`src/rtl/div_pkg.sv`:
```
// Shared types for the iterative divider: operation codes, FSM states and
// small decoders that classify an operation by width, signedness and result kind.
package div_pkg;

   localparam int WORD_BITS = 32;

   typedef enum logic [2:0] {
      OP_DIV   = 3'd0,
      OP_DIVU  = 3'd1,
      OP_REM   = 3'd2,
      OP_REMU  = 3'd3,
      OP_DIVW  = 3'd4,
      OP_DIVUW = 3'd5,
      OP_REMW  = 3'd6,
      OP_REMUW = 3'd7
   } div_op_t;

   typedef enum logic [2:0] {
      S_IDLE = 3'd0,
      S_PREP = 3'd1,
      S_CALC = 3'd2,
      S_FIX  = 3'd3,
      S_DONE = 3'd4
   } state_t;

   function automatic logic is_word(input div_op_t op);
      return op inside {OP_DIVW, OP_DIVUW, OP_REMW, OP_REMUW};
   endfunction

   function automatic logic is_signed(input div_op_t op);
      return op inside {OP_DIV, OP_REM, OP_DIVW, OP_REMW};
   endfunction

   function automatic logic is_rem(input div_op_t op);
      return op inside {OP_REM, OP_REMU, OP_REMW, OP_REMUW};
   endfunction

endpackage

```
`src/rtl/div_step.sv`:
```
// One restoring-division iteration: shift the next dividend bit into the
// partial remainder and subtract the divisor when it fits.
module div_step #(
   parameter int XLEN = 64
) (
   input  logic [XLEN-1:0] rem,
   input  logic [XLEN-1:0] quo,
   input  logic [XLEN-1:0] divisor,
   output logic [XLEN-1:0] rem_next,
   output logic [XLEN-1:0] quo_next
);

   // The shifted remainder needs one extra bit because an unsigned divisor may use all XLEN bits.
   logic [XLEN:0] shifted;

   always_comb begin
      shifted = {rem, quo[XLEN-1]};
      if (shifted >= {1'b0, divisor}) begin
         rem_next = shifted[XLEN-1:0] - divisor;
         quo_next = {quo[XLEN-2:0], 1'b1};
      end else begin
         rem_next = shifted[XLEN-1:0];
         quo_next = {quo[XLEN-2:0], 1'b0};
      end
   end

endmodule

```
`src/rtl/div_seq_unit.sv`:
```
// Sequential radix-2 divider for RV64M DIV/DIVU/REM/REMU and their W forms,
// one operation in flight, valid/ready on both the request and result sides.
module div_seq_unit
   import div_pkg::*;
#(
   parameter int XLEN = 64
) (
   input  logic            clk,
   input  logic            rst,
   input  logic            flush,
   input  logic            in_valid,
   output logic            in_ready,
   input  div_op_t         op,
   input  logic [XLEN-1:0] rs1,
   input  logic [XLEN-1:0] rs2,
   output logic            out_valid,
   input  logic            out_ready,
   output logic [XLEN-1:0] result
);

   localparam int CW = $clog2(XLEN);
   localparam logic [XLEN-1:0] MIN_VAL  = {1'b1, {(XLEN-1){1'b0}}};
   localparam logic [XLEN-1:0] WORD_MIN = {{(XLEN-WORD_BITS+1){1'b1}}, {(WORD_BITS-1){1'b0}}};

   state_t          state, state_next;
   div_op_t         op_q;
   logic [XLEN-1:0] a_q, b_q, rem_q, quo_q, div_q, result_q;
   logic [CW-1:0]   cnt_q;
   logic            neg_quo_q, neg_rem_q;

   logic            word, sgn, rem_op;
   logic [XLEN-1:0] a_ext, b_ext, mag_a, mag_b;
   logic            s1, s2, div_zero, overflow, special;
   logic [XLEN-1:0] special_raw, special_val;
   logic [XLEN-1:0] quo_signed, rem_signed, sel, fix_val;
   logic [XLEN-1:0] rem_next, quo_next;

   function automatic logic [XLEN-1:0] sext_word(input logic [WORD_BITS-1:0] v);
      return {{(XLEN-WORD_BITS){v[WORD_BITS-1]}}, v};
   endfunction

   assign word   = is_word(op_q);
   assign sgn    = is_signed(op_q);
   assign rem_op = is_rem(op_q);

   // Operand preparation: widen W operands, then reduce signed operands to magnitudes.
   always_comb begin
      a_ext = a_q;
      b_ext = b_q;
      if (word) begin
         a_ext = sgn ? sext_word(a_q[WORD_BITS-1:0]) : {{(XLEN-WORD_BITS){1'b0}}, a_q[WORD_BITS-1:0]};
         b_ext = sgn ? sext_word(b_q[WORD_BITS-1:0]) : {{(XLEN-WORD_BITS){1'b0}}, b_q[WORD_BITS-1:0]};
      end
      s1          = sgn & a_ext[XLEN-1];
      s2          = sgn & b_ext[XLEN-1];
      mag_a       = s1 ? -a_ext : a_ext;
      mag_b       = s2 ? -b_ext : b_ext;
      div_zero    = (b_ext == '0);
      overflow    = sgn && (b_ext == '1) && (a_ext == (word ? WORD_MIN : MIN_VAL));
      special     = div_zero || overflow;
      special_raw = div_zero ? (rem_op ? a_ext : '1) : (rem_op ? '0 : a_ext);
      special_val = word ? sext_word(special_raw[WORD_BITS-1:0]) : special_raw;
   end

   // Final sign fix-up and quotient/remainder selection.
   always_comb begin
      quo_signed = neg_quo_q ? -quo_q : quo_q;
      rem_signed = neg_rem_q ? -rem_q : rem_q;
      sel        = rem_op ? rem_signed : quo_signed;
      fix_val    = word ? sext_word(sel[WORD_BITS-1:0]) : sel;
   end

   div_step #(.XLEN(XLEN)) u_step (
      .rem      (rem_q),
      .quo      (quo_q),
      .divisor  (div_q),
      .rem_next (rem_next),
      .quo_next (quo_next)
   );

   always_ff @(posedge clk or posedge rst) begin
      if (rst) state <= S_IDLE;
      else     state <= state_next;
   end

   always_comb begin
      state_next = state;
      if (flush) begin
         state_next = S_IDLE;
      end else begin
         case (state)
            S_IDLE: if (in_valid) state_next = S_PREP;
            S_PREP: state_next = special ? S_DONE : S_CALC;
            S_CALC: if (cnt_q == '0) state_next = S_FIX;
            S_FIX:  state_next = S_DONE;
            S_DONE: if (out_ready) state_next = S_IDLE;
            default: state_next = S_IDLE;
         endcase
      end
   end

   // Datapath registers; a flush freezes everything so the last result stays visible.
   always_ff @(posedge clk or posedge rst) begin
      if (rst) begin
         op_q      <= OP_DIV;
         a_q       <= '0;
         b_q       <= '0;
         rem_q     <= '0;
         quo_q     <= '0;
         div_q     <= '0;
         cnt_q     <= '0;
         neg_quo_q <= 1'b0;
         neg_rem_q <= 1'b0;
         result_q  <= '0;
      end else if (!flush) begin
         case (state)
            S_IDLE: begin
               if (in_valid) begin
                  op_q <= op;
                  a_q  <= rs1;
                  b_q  <= rs2;
               end
            end
            S_PREP: begin
               if (special) begin
                  result_q <= special_val;
               end else begin
                  rem_q     <= '0;
                  quo_q     <= word ? (mag_a << (XLEN - WORD_BITS)) : mag_a;
                  div_q     <= mag_b;
                  cnt_q     <= word ? CW'(WORD_BITS - 1) : CW'(XLEN - 1);
                  neg_quo_q <= s1 ^ s2;
                  neg_rem_q <= s1;
               end
            end
            S_CALC: begin
               rem_q <= rem_next;
               quo_q <= quo_next;
               cnt_q <= cnt_q - CW'(1);
            end
            S_FIX: result_q <= fix_val;
            default: ;
         endcase
      end
   end

   assign in_ready  = (state == S_IDLE);
   assign out_valid = (state == S_DONE);
   assign result    = result_q;

endmodule

```
`config.mk`:
```
export PLATFORM = sky130hd
export DESIGN_NAME = div_seq_unit
export DESIGN_NICKNAME = d
export VERILOG_FILES = /design/src/rtl/div_pkg.sv /design/src/rtl/div_step.sv /design/src/rtl/div_seq_unit.sv
export SDC_FILE = /design/constraint.sdc
export NUM_CORES = 2
export LEC_CHECK = 0
export ABC_AREA = 1
export CAP_MARGIN = 20
export CORE_ASPECT_RATIO = 1.4
export CORE_MARGIN = 5
export CORE_UTILIZATION = 50
export CTS_BUF_LIST = sky130_fd_sc_hd__clkbuf_8
export DETAILED_ROUTE_END_ITERATION = 16
export HOLD_SLACK_MARGIN = 0.08
export PLACE_DENSITY = 0.82
export SETUP_SLACK_MARGIN = 0.3
export SYNTH_ARGS = -nofsm -noshare
export SYNTH_HDL_FRONTEND = slang
export SYNTH_SLANG_ARGS = --single-unit
```
`constraint.sdc`:
```
create_clock -name clk -period 13.75 [get_ports clk]
set_clock_uncertainty 0.2 [all_clocks]
set_input_delay 2.75 -clock clk [delete_from_list [all_inputs] [get_ports clk]]
set_output_delay 2.75 -clock clk [all_outputs]
set_load 0.01 [all_outputs]
```
==> After elaboration in Yosys (flattened, before gate mapping) <==
Cells that the tools add are included.
{ "word_totals": {"reg_bits": 398} }
{ "op_classes": {"addsub": 6, "magnitude_cmp": 1, "n_eq_ne": 17, "mux": 33, "n_bitwise": 5, "n_reduce_logical": 17} }
{ "op_table": {"columns": ["cell", "n"], "rows": [
  ["64-bit 2-to-1 mux", 19],
  ["64-bit case mux with 2 select lines", 3],
  ["64-bit negator", 4],
  ["65-bit by 64-bit >= comparator with 1-bit output", 1],
  ["64-bit equality test", 1],
  ["64-bit equality test (second input constant)", 1],
  ["64-bit zero test", 1],
  ["64-bit subtractor", 1],
  ["63-bit 2-to-1 mux", 1],
  ["3-bit equality test (second input constant)", 5],
  ["3-bit 2-to-1 mux", 5],
  ["3-bit case mux with 5 select lines", 1],
  ["3-bit AND reduction", 5],
  ["3-bit by 2-bit equality test with 1-bit output (second input constant)", 4],
  ["6-bit 2-to-1 mux", 2],
  ["6-bit case mux with 2 select lines", 1],
  ["4-bit nonzero test", 3],
  ["3-bit zero test", 2],
  ["6-bit zero test", 1],
  ["3-bit != test (second input constant)", 2],
  ["6-bit by 1-bit subtractor with 6-bit output (second input constant)", 1],
  ["2-bit != test (second input constant)", 2],
  ["2-bit nonzero test", 2],
  ["3-bit by 1-bit equality test with 1-bit output (second input constant)", 1],
  ["other kinds (7)", 10]
]} }

==> Depth between registers and ports, before layout <==
{ "depth": {"ltp_word": 11, "depth_mapped": 19, "depth_no_buf": 19} }

==> By module <==
A second synthesis with hierarchy kept.
{ "unflattened": {"hier_cells": 5868, "area_unflattened_um2": 35018.6} }
{ "modules_own_cells": {"columns": ["module", "n_inst", "cells_per_inst", "area_per_inst_um2", "seq_area_each_um2"], "rows": [
  ["div_seq_unit", 1, 4229, 27309.9, 9959.6],
  ["div_step", 1, 1639, 7708.6, 0.0]
]} }

==> Worst setup path after synthesis <==
OpenSTA, ideal clock, no wires.
{ "synth_path": {"path_kind": "input port to flip-flop", "from": "input flush", "to": "register a_q[10]", "setup_time_ps": 133, "t_arrival_ps": 3839, "required_time_ps": 13417, "setup_slack_ps": 9578, "path_stages": 6, "path_buffers": 3, "path_cell_list": "inv_1 -> nand3_1 -> clkbuf_1 -> clkbuf_1 -> clkbuf_1 -> a21oi_1"} }
{ "synth_between": {"elab_chain_len": 2} }
{ "synth_lines": {"columns": ["element", "line_no", "source"], "rows": [
  ["from (decl)", "div_seq_unit.sv:10", "input logic flush,"],
  ["1-bit NOT (no line)", null, null],
  ["3-bit AND reduction (no line)", null, null],
  ["to (signal assigned)", "div_seq_unit.sv:120", "a_q <= rs1;"],
  ["to (decl)", "div_seq_unit.sv:27", "logic [XLEN-1:0] a_q, b_q, rem_q, quo_q, div_q, result_q;"]
]} }
Every way passes these cells.
A chain may end at the register's enable or synchronous reset.

==> Final worst setup path <==
{ "layout_path": {"from": "input flush", "to": "register b_q[50]"} }
{ "layout_between": {"elab_chain_len": 2} }
{ "layout_lines": {"columns": ["element", "line_no", "source"], "rows": [
  ["1-bit NOT (no line)", null, null],
  ["3-bit AND reduction (no line)", null, null],
  ["to (signal assigned)", "div_seq_unit.sv:121", "b_q <= rs2;"],
  ["to (decl)", "div_seq_unit.sv:27", null]
]} }
Every way passes these cells.

==> run_results.csv <==
group,metric,value,unit
outcome,status,"completed",
detailed_routing,route.antenna.remaining_nets,0,
hold_path,min_path_cells,2,
cts,postCtsSetupBuffers,0,
setup_path,startpoint,"flush",
synth,synth_warnings,0,
global_routing,grt_max_degree,89,
setup_path,worstSetupStartpointType,"input pin",
sta,worstMarginPinSlew,1310,ps
pwr,p_total,11900,uW
global_routing,grt_overflow,0,
cts,cts_buffers,67,
global_routing,grt_antenna_before_repair,10,
global_routing,gr-usage-all-layers,45.3,%
synth,syn_area,33100,um^2
cts,cts_tree,"built",
setup_path,crit_arrival,6090,ps
cts,cts_sinks,398,
floorplanning,initial_utilization,50.5,%
synth,synth_area_per_cell,6.03,um^2
synth,synth.most_common_cell,"nand2_1",
pwr,ir_drop,0.186,mV
floorplanning,io_pins,202,
floorplanning,num_rows,111,
sta,fin_setup_tns,0,ps
detailed_routing,routed_wl,166000,um
cts,clock-root-buffer,"clkbuf_8",
cts,cts_resized,0,
cells_and_area,drive_gt1_share,4.38,%
placed_design,io_buffers,201,
cts,htreeDepth,3,
synth,synth_area_leader_cell,"dfrtp_1",
synth,yosysSeqAreaShare,30.1,%
setup_path,worst_setup_path_end_kind,"flop",
cells_and_area,n_fill_cell,6783,
detailed_routing,drc,0,
floorplanning,design.core.area,65600,um^2
cells_and_area,final_nets,5793,
sta,min_period,5720,ps
placed_design,dp_hpwl,131000,um
detailed_routing,dr.pass1.iters,6,
setup_path,reg2reg_to,"quo_q[9]",
synth,ys_seq_elements,398,
cts,hold_buffers,0,
global_routing,grt_pass1_vias,36700,
synth,syn-num-nets,5700,
synth,synthArstFlopShare,100,%
sta,drv_slew,0,
hold_path,hold_path.class,"reg -> reg",
pwr,p_per_area,319,nW/um^2
detailed_routing,vias,38300,
synth,syn_inst,5492,
cts,clock_latency,720,ps
sta,relSlewSlack,12.7,%
floorplanning,die_h,315,um
floorplanning,dieArea,71600,um^2
pwr,leakage,0.0197,uW
synth,synth_area_leaders,"dfrtp_1, nand2_1, nand3_1, nor2_1, inv_1",
sta,period_share,41.6,%
synth,synth.top_cell.area_share,30.1,%
setup_path,worst_ep_required_time,14120,ps
sta,clock.fmax,175,MHz
cells_and_area,area_growth,12.3,%
global_routing,grt_pass1_wl,238000,um
synth,synth_enable_flop_cells,0,
setup_path,criticalPathCategory,"in -> reg",
sta,hold_viol,0,
setup_path,path_max_fanout,88,
synth,ys.flop_type,"dfrtp_1",
sta,rsz0062_at_grt,"false",
detailed_routing,post_drt_wl_per_cell,25.5,um
synth,ys_types,48,
setup_path,r2r_setup_slack,8210,ps
hold_path,min_to,"result[2]",
job,cap_violations,0,
detailed_routing,via_per_inst,5.90,
cts,cts_buffer_depth,3,
setup_path,reg2reg_from,"op_q[2]",
sta,setup_viol,0,
detailed_routing,drtIter0Drc,4571,
floorplanning,die_w,228,um
setup_path,reg2reg_depth,16,
hold_path,holdCritStartpoint,"result[2]",
placed_design,gp_congestion,1.08,
cts,clk_pin_slew_worst_paths,60,ps
synth,synthTopCellsByCount,"nand2_1, nor2_1, nand3_1, inv_1, dfrtp_1",
kinds of logic (layout without fill, tap and decap cells):
group,Yosys count,count (layout),synth area share [%]
simple gates,3365,3365,41.4
xor+xnor,122,122,3.23
fa+ha+maj,72,72,2.74
compound gates,688,688,11.1
other cells,0,7,0
mux,72,72,2.45
buf+inv,775,919,8.99
flops,398,398,30.1
final cells by class:
class / count / area, um^2 / area share [%]
clock buffers: 83 / 1140 / 3.07
multi-input cells: 4319 / 20300 / 54.5
diodes: 7 / 17.5 / 0.0471
clock inverters: 37 / 322 / 0.865
inverters: 557 / 2100 / 5.64
repair buffers: 242 / 2330 / 6.27
well taps: 847 / 1060 / 2.85
flip-flops and latches: 398 / 9960 / 26.8
worst max path at each step:
stage	endpoint	cells past startpoint
floorplan	a_q[0]	1
global placement	a_q[37]	6
global route	quo_q[9]	16
detailed placement	a_q[38]	6
finish	b_q[50]	6
CTS	a_q[38]	6
metal layers:
metal | wire length [um] | global-route usage [%] | share of wire [%] | vias to the layer above
li1 | - | - | - | 17800
met1 | 54500 | 47.2 | 33 | 17700
met2 | 74500 | 71.4 | 45 | 2003
met3 | 12700 | 9.47 | 7.7 | 734
met4 | 23700 | 49.4 | 14 | 6
met5 | 41 | 0 | 0.025 | -
critical path, stage by stage:
cell and delay, ps:
clkdlybuf4s50_1 640, inv_1 220, nand3_4 310, buf_4 730, buf_4 860, mux2_2 420
cell usage in the layout, fill, tap and decap left out, types with 52 or more instances in the layout:
cell type	count
nand2_1	1935
clkdlybuf4s50_1	201
nor3_1	52
clkbuf_8	83
ha_1	71
nand3_1	565
nor2_1	696
a21oi_1	216
xor2_1	98
inv_1	565
mux2_2	72
o21ai_0	337
nand4_1	62
dfrtp_1	395
stage by stage:
stage / setup slack [ps] / instances / instance area (um^2) / hold WS (ps) / util [%]
floorplan: 5440 / 5492 / 33100 / 249 / -
global placement: 7500 / 6362 / 35700 / 264 / 54.4
detailed placement: 7400 / 6362 / 35700 / 264 / 54.4
CTS: 8150 / 6482 / 37200 / 288 / 56.7
global route: 7850 / 6486 / 37200 / 302 / 56.7
finish: 8030 / 6490 / 37200 / 284 / 56.7
registers in the layout (all words and copies together), names as in the netlist:
signal / cells
cnt_q: 6
neg_quo_q: 1
neg_rem_q: 1
state: 3
op_q: 3
div_q: 64
b_q: 64
quo_q: 64
rem_q: 64
a_q: 64
result: 64
where the power goes:
group          switching (uW)  internal [uW]  leakage (uW)  total [uW]
clock                     552            645      0.000822        1200
sequential                613           1610       0.00499        2220
combinational            6100           2340        0.0139        8440
(Power assumes the default switching activity.)
